### config.mk
export PLATFORM = sky130hd
export DESIGN_NAME = opcode_prefetch_queue_flat
export DESIGN_NICKNAME = d
export VERILOG_FILES = /design/src/rtl/opcode_prefetch_queue_if.sv /design/src/rtl/opcode_prefetch_queue.sv /design/src/flat_wrapper.sv
export SDC_FILE = /design/constraint.sdc
export NUM_CORES = 1
export LEC_CHECK = 0
export CORE_ASPECT_RATIO = 0.75
export CORE_MARGIN = 3
export CORE_UTILIZATION = 55
export CTS_CLUSTER_SIZE = 20
export DETAILED_ROUTE_END_ITERATION = 8
export PLACE_DENSITY = 0.86
export SLEW_MARGIN = 25
export SYNTH_ARGS = -nofsm -noshare
export SYNTH_HDL_FRONTEND = slang
export SYNTH_SLANG_ARGS = --single-unit
### constraint.sdc
create_clock -name clk -period 12.3 [get_ports clk]
set_input_delay 3.69 -clock clk [delete_from_list [all_inputs] [get_ports clk]]
set_output_delay 3.69 -clock clk [all_outputs]
set_load 0.05 [all_outputs]
### src/rtl/opcode_prefetch_queue_if.sv
// Byte-wide instruction fetch bus between the prefetcher and the MMU.
//   master (prefetcher): drives mem_addr and mem_req, and receives mem_data and mem_busy.
//   slave  (MMU):        receives mem_addr and mem_req, and drives mem_data and mem_busy.
// The MMU raises mem_busy once it has accepted mem_req. When it drops mem_busy again,
// mem_data is valid.
interface opcode_prefetch_queue_if #(
  parameter int unsigned ADDR_WIDTH = 32
) ();
  logic [ADDR_WIDTH-1:0] mem_addr;
  logic                  mem_req;
  logic [7:0]            mem_data;
  logic                  mem_busy;

  modport master (
    output mem_addr,
    output mem_req,
    input  mem_data,
    input  mem_busy
  );

  modport slave (
    input  mem_addr,
    input  mem_req,
    output mem_data,
    output mem_busy
  );
endinterface

### src/rtl/opcode_prefetch_queue.sv
// Sequential opcode prefetcher.
// It fetches OPCODE_BYTES bytes per opcode over the byte-wide MMU port, starting at the
// last redirect address. It assembles each opcode in the configured byte order and queues
// {opcode, address} in a DEPTH-entry FIFO for the decoder.
//
// Ports:
//   clk, reset      single clock; synchronous active-low reset
//   redirect        one-cycle pulse: flush the queue and restart at redirect_ip
//   redirect_ip     new fetch address
//   run             level; 0 holds off new byte accesses (an access already started still finishes)
//   consume         pop the head entry; ignored while opcode_valid is 0
//   opcode_valid    queue non-empty
//   opcode          head opcode
//   opcode_ip       address of the head opcode
//   busy            ~opcode_valid
//   mem             MMU fetch bus (master side); its ADDR_WIDTH must match this module's
module opcode_prefetch_queue #(
  parameter int unsigned OPCODE_BYTES = 4,
  parameter int unsigned DEPTH        = 4,
  parameter int unsigned ADDR_WIDTH   = 32,
  parameter bit          BIG_ENDIAN   = 1'b0
) (
  input  logic                      clk,
  input  logic                      reset,
  input  logic                      redirect,
  input  logic [ADDR_WIDTH-1:0]     redirect_ip,
  input  logic                      run,
  input  logic                      consume,
  output logic                      opcode_valid,
  output logic [8*OPCODE_BYTES-1:0] opcode,
  output logic [ADDR_WIDTH-1:0]     opcode_ip,
  output logic                      busy,
  opcode_prefetch_queue_if.master   mem
);

  localparam int unsigned W    = 8 * OPCODE_BYTES;
  localparam int unsigned PtrW = $clog2(DEPTH);
  localparam int unsigned IdxW = (OPCODE_BYTES > 1) ? $clog2(OPCODE_BYTES) : 1;

  typedef enum logic [1:0] {StIdle, StReq, StAck} state_e;

  state_e                state_q, state_d;
  logic [ADDR_WIDTH-1:0] fetch_ptr_q, fetch_ptr_d;
  logic [ADDR_WIDTH-1:0] mem_addr_q, mem_addr_d;
  logic [IdxW-1:0]       byte_idx_q, byte_idx_d;
  logic                  armed_q, armed_d;
  logic                  drop_q, drop_d;
  logic [W-1:0]          asm_q, asm_d;
  logic [W-1:0]          asm_merged;
  logic                  last_byte;
  logic                  push, pop;

  logic [W-1:0]          fifo_op_q [DEPTH];
  logic [ADDR_WIDTH-1:0] fifo_ip_q [DEPTH];
  logic [PtrW-1:0]       wr_ptr_q, rd_ptr_q;
  logic [PtrW:0]         count_q;

  // Assembly buffer with the byte arriving on mem_data dropped into its slot. A push uses
  // this merged value, so the last byte does not have to pass through asm_q first.
  always_comb begin
    asm_merged = asm_q;
    for (int unsigned i = 0; i < OPCODE_BYTES; i++) begin
      if (byte_idx_q == IdxW'(i)) begin
        if (BIG_ENDIAN) begin
          asm_merged[W-8-8*i +: 8] = mem.mem_data;
        end else begin
          asm_merged[8*i +: 8] = mem.mem_data;
        end
      end
    end
  end

  assign last_byte = (byte_idx_q == IdxW'(OPCODE_BYTES - 1));

  always_comb begin
    state_d     = state_q;
    fetch_ptr_d = fetch_ptr_q;
    mem_addr_d  = mem_addr_q;
    byte_idx_d  = byte_idx_q;
    armed_d     = armed_q;
    drop_d      = drop_q;
    asm_d       = asm_q;
    push        = 1'b0;

    unique case (state_q)
      StIdle: begin
        // A redirect in IDLE costs one more IDLE cycle, so mem_addr picks up the new pointer.
        // The count check blocks only the start of an opcode. A partial opcode always has
        // room, because nothing else pushes while it is being assembled.
        if (armed_q && run && !redirect && (count_q < (PtrW+1)'(DEPTH))) begin
          state_d    = StReq;
          mem_addr_d = fetch_ptr_q + ADDR_WIDTH'(byte_idx_q);
        end
      end
      StReq: begin
        if (mem.mem_busy) state_d = StAck;
      end
      StAck: begin
        if (!mem.mem_busy) begin
          state_d = StIdle;
          drop_d  = 1'b0;
          if (!drop_q && !redirect) begin
            asm_d = asm_merged;
            if (last_byte) begin
              push        = 1'b1;
              fetch_ptr_d = fetch_ptr_q + ADDR_WIDTH'(OPCODE_BYTES);
              byte_idx_d  = '0;
            end else begin
              byte_idx_d = byte_idx_q + IdxW'(1);
            end
          end
        end
      end
      default: state_d = StIdle;
    endcase

    if (redirect) begin
      fetch_ptr_d = redirect_ip;
      byte_idx_d  = '0;
      armed_d     = 1'b1;
      // An access still waiting on the MMU must run to completion. Its byte is then
      // discarded. An access completing in this cycle is discarded above instead.
      if (state_q == StReq || (state_q == StAck && mem.mem_busy)) drop_d = 1'b1;
    end
  end

  always_ff @(posedge clk) begin
    if (!reset) begin
      state_q     <= StIdle;
      fetch_ptr_q <= '0;
      mem_addr_q  <= '0;
      byte_idx_q  <= '0;
      armed_q     <= 1'b0;
      drop_q      <= 1'b0;
      asm_q       <= '0;
    end else begin
      state_q     <= state_d;
      fetch_ptr_q <= fetch_ptr_d;
      mem_addr_q  <= mem_addr_d;
      byte_idx_q  <= byte_idx_d;
      armed_q     <= armed_d;
      drop_q      <= drop_d;
      asm_q       <= asm_d;
    end
  end

  // A redirect takes priority over a pop. The push is already suppressed inside the FSM.
  assign pop = consume && (count_q != '0) && !redirect;

  always_ff @(posedge clk) begin
    if (!reset) begin
      wr_ptr_q <= '0;
      rd_ptr_q <= '0;
      count_q  <= '0;
      for (int unsigned i = 0; i < DEPTH; i++) begin
        fifo_op_q[i] <= '0;
        fifo_ip_q[i] <= '0;
      end
    end else if (redirect) begin
      wr_ptr_q <= '0;
      rd_ptr_q <= '0;
      count_q  <= '0;
    end else begin
      if (push) begin
        fifo_op_q[wr_ptr_q] <= asm_merged;
        fifo_ip_q[wr_ptr_q] <= fetch_ptr_q;
        wr_ptr_q            <= wr_ptr_q + PtrW'(1);
      end
      if (pop) rd_ptr_q <= rd_ptr_q + PtrW'(1);
      if (push && !pop) begin
        count_q <= count_q + (PtrW+1)'(1);
      end else if (!push && pop) begin
        count_q <= count_q - (PtrW+1)'(1);
      end
    end
  end

  assign opcode_valid = (count_q != '0);
  assign busy         = ~opcode_valid;
  assign opcode       = fifo_op_q[rd_ptr_q];
  assign opcode_ip    = fifo_ip_q[rd_ptr_q];
  assign mem.mem_req  = (state_q != StIdle);
  assign mem.mem_addr = mem_addr_q;

endmodule

### src/flat_wrapper.sv
// flat-port wrapper written by rule: the top's interface ports become plain ports
module opcode_prefetch_queue_flat 
#(
  parameter int unsigned OPCODE_BYTES = 4,
  parameter int unsigned DEPTH        = 4,
  parameter int unsigned ADDR_WIDTH   = 32,
  parameter bit          BIG_ENDIAN   = 1'b0
)
  (clk, reset, redirect, redirect_ip, run, consume, opcode_valid, opcode, opcode_ip, busy, mem_mem_addr, mem_mem_req, mem_mem_data, mem_mem_busy);
  opcode_prefetch_queue_if #(.ADDR_WIDTH(ADDR_WIDTH)) mem_i ();
  input  logic clk;
  input  logic reset;
  input  logic redirect;
  input  logic [ADDR_WIDTH-1:0] redirect_ip;
  input  logic run;
  input  logic consume;
  output logic opcode_valid;
  output logic [8*OPCODE_BYTES-1:0] opcode;
  output logic [ADDR_WIDTH-1:0] opcode_ip;
  output logic busy;
  output wire logic [$bits(mem_i.mem_addr)-1:0] mem_mem_addr;
  output wire logic [$bits(mem_i.mem_req)-1:0] mem_mem_req;
  input wire logic [$bits(mem_i.mem_data)-1:0] mem_mem_data;
  input wire logic [$bits(mem_i.mem_busy)-1:0] mem_mem_busy;
  assign mem_mem_addr = mem_i.mem_addr;
  assign mem_mem_req = mem_i.mem_req;
  assign mem_i.mem_data = mem_mem_data;
  assign mem_i.mem_busy = mem_mem_busy;
  opcode_prefetch_queue #(.OPCODE_BYTES(OPCODE_BYTES), .DEPTH(DEPTH), .ADDR_WIDTH(ADDR_WIDTH), .BIG_ENDIAN(BIG_ENDIAN)) u_core (.clk(clk), .reset(reset), .redirect(redirect), .redirect_ip(redirect_ip), .run(run), .consume(consume), .opcode_valid(opcode_valid), .opcode(opcode), .opcode_ip(opcode_ip), .busy(busy), .mem(mem_i));
endmodule
==> impl_metrics.yaml <==
floorplanning:
  num_rows: 54
  io_pins: 145
  die_area_um2: 31900
  initial_core_util_pct: 56.0
  die_w_um: 205
  die_h_um: 155
  coreArea_um2: 29200
clock_network:
  cts_buffers: 36
  clk_pin_slew_ps: 60
  post_cts_buffers: 0
  cts.repair.resized: 0
  cts_tree: "done"
  cts_hold_buffers: 0
  clock-sinks: 366
  htreeDepth: 2
  clock_latency_ps: 520
  clock-root-buffer: "clkbuf_16"
  cts_buffer_depth: 3
outcome:
  status: "completed"
placed_design:
  io_buffer_count: 144
  dp_slack_ps: 4160
  dp_hpwl_um: 25500
  place_congestion: 0.912
timing:
  setup_viol_count_final: 0
  setup_tns_ps: 0
  drv_slew: 0
  slew_headroom_pct: 30.2
  worst_pin_slew_ps: 1040
  fin_ws_ps: 4980
  rsz0062_at_grt: "false"
  fmax_mhz: 137
  fin_skew_ps: 15.0
  hold_violations: 0
  fin_crit_sh_pct: 59.5
  period_needed_ps: 7320
routing:
  drt_iter0_markers: 1560
  viasPerCell: 6.06
  drt_pass1_iterations: 5
  routed_wl_um: 40600
  ant_nets: 0
  route.detailed.drc: 0
  wl_per_cell_um: 22.4
  vias: 11000
global_route:
  grt_pass1_vias: 10900
  grt.overflow.total: 0
  grtUsageTotal_pct: 25.4
  grt_pass1_wl_um: 63100
  grt_max_degree: 106
  antenna_found_initial: 1
logic_synthesis:
  synth-seq-cells: 366
  synth_compound_area_share_pct: 5.40
  yosysSeqAreaShare_pct: 60.5
  synth_edf_count: 256
  yosysTopAreaCell: "edfxtp_1"
  ys_types: 50
  synth-adder-area-share_pct: 0.857
  post-synth-top-count-cell: "edfxtp_1"
  muxShareOfSynthArea_pct: 11.6
  synthTopCellsByCount: "256 x edfxtp_1, 134 x nor2_1, 110 x dfxtp_1, 106 x and2_1, 90 x clkbuf_1"
  ys_async_sr_fraction_pct: 0
  yosys_most_used_dff: "edfxtp_1"
  synth_area_um2: 16400
  yosys.area_share.simple_pct: 15.2
  synth_xor_xnor_area_share_pct: 3.32
  avgSynthCellArea_um2: 12.5
  synth_fp_nets: 1365
  yosysWarnings: 0
  synth_top_family_by_area: "simple AND/OR/NAND/NOR gates"
  syn_inst: 1309
  ys_top_cells_by_area: "edfxtp_1 47%, dfxtp_1 13%, mux4_2 8.8%, and2_1 4.1%, nor2_1 3.1%"
  synthDominantCellAreaShare_pct: 47.0
min_path:
  hold_class: "reg -> reg"
power_and_ir_drop:
  powerDensity_nw_per_um2: 138
  max-vdd-ir-drop_mv: 0.0816
  finalPower_w: 0.00266
  leakagePower_nw: 6.57
setup_path:
  cp_max_fo: 40
  path_class: "in -> reg"
  crit_path_start_kind: "input port"
  worstPathRequired_ps: 12480
  crit_arrival_ps: 7490
  endpoint_kind: "flip-flop"
final_layout:
  diodes: 0
  fillCellCount: 2010
  synthToLayoutAreaGrowth_pct: 17.5
  num-nets-final: 1447
  drive_gt1_share_pct: 10.8
run:
  maxCapViolCount: 0
sequential cells by signal (all words and copies together) (netlist names), named ones only:
| signal | count |
|---|---|
| u_core.fifo_ip_q | 128 |
| u_core.fifo_op_q | 128 |
| u_core.fetch_ptr_q | 32 |
| u_core.mem.mem_addr | 32 |
| u_core.asm_q | 31 |
| u_core.count_q | 3 |
| u_core.byte_idx_q | 2 |
| u_core.rd_ptr_q | 2 |
| u_core.state_q | 2 |
| u_core.wr_ptr_q | 2 |
| u_core.armed_q | 1 |
| u_core.drop_q | 1 |
critical path, cell delays in order:
cell	delay (ps)
clkdlybuf4s50_1	480
or4b_1	690
nor2_4	600
nand2_1	100
buf_4	300
or3_1	370
buf_4	260
nand2_4	480
buf_4	470
cell usage in the layout (no fill, tap or decap), types with 17 or more instances in the layout:
cell	Yosys	routed
and3_1	44	44
o21ai_0	58	56
nand3_1	49	49
xnor2_1	31	31
buf_4	1	17
dfxtp_1	110	108
clkdlybuf4s50_1	0	143
edfxtp_1	256	256
and2_1	106	106
xor2_1	31	31
mux4_2	64	64
clkbuf_16	0	38
a21boi_0	24	24
nor2_1	134	134
nand2_1	66	64
mux2i_1	45	45
a21oi_1	52	52
kinds of logic (layout without fill, tap and decap cells):
| logic type | Yosys count | in the layout |
|---|---|---|
| flip-flops | 366 | 366 |
| AND/OR/NAND/NOR | 478 | 478 |
| XOR/XNOR | 62 | 62 |
| AO/OA/AOI/OAI | 151 | 151 |
| multiplexers | 109 | 109 |
| adder cells (fa/ha/maj) | 10 | 10 |
| buffers and inverters | 133 | 242 |
through the flow:
stage / instance area, um^2 / utilization (%) / std cells / hold slack (ps)
2_1_floorplan: 16400 / - / 1309 / 443
3_3_place_gp: 18000 / 61.6 / 1743 / 452
3_5_place_dp: 18000 / 61.8 / 1744 / 458
4_1_cts: 19200 / 65.7 / 1809 / 466
5_1_grt: 19200 / 65.8 / 1810 / 486
6_report: 19200 / 65.8 / 1810 / 463
final timing paths:
check / depth (start not counted) / end / from / slack [ps]
setup / recovery: 9 / u_core.fifo_ip_q[0][15] / mem_mem_busy / 4980
hold reg to reg: 2 / u_core.asm_q[6] / u_core.asm_q[6] / 460
setup reg to reg: 9 / u_core.fifo_ip_q[0][15] / u_core.byte_idx_q[1] / 8000
hold / removal: 2 / u_core.asm_q[6] / u_core.asm_q[6] / 460
layout make-up:
type	count	area (um^2)	area share (%)
Sequential cell	366	9890	51.5
Multi-Input combinational cell	810	6010	31.3
Timing Repair Buffer	164	1620	8.42
Clock buffer	53	1020	5.29
Tap cell	392	490	2.55
Clock inverter	12	140	0.729
Inverter	13	48.8	0.254
where the power goes:
group          total, W  leakage, nW  internal, W  switching [W]
registers       0.00140         3.47      0.00136      0.0000376
logic          0.000171         2.54    0.0000608       0.000110
clock network   0.00109        0.559     0.000639       0.000451
total           0.00266         6.57      0.00206       0.000598
routing by layer:
metal  part of all wire, %  global-route usage (%)  routed length, um  vias up
li1                      -                       -                  -     4883
met1                    42                    38.7              17000     5403
met2                    45                    37.3              18200      606
met3                    11                    5.71               4440       76
met4                   2.3                    6.89                933        0
met5                     0                       0                  0        -
Power figures use the tool's default switching activity.
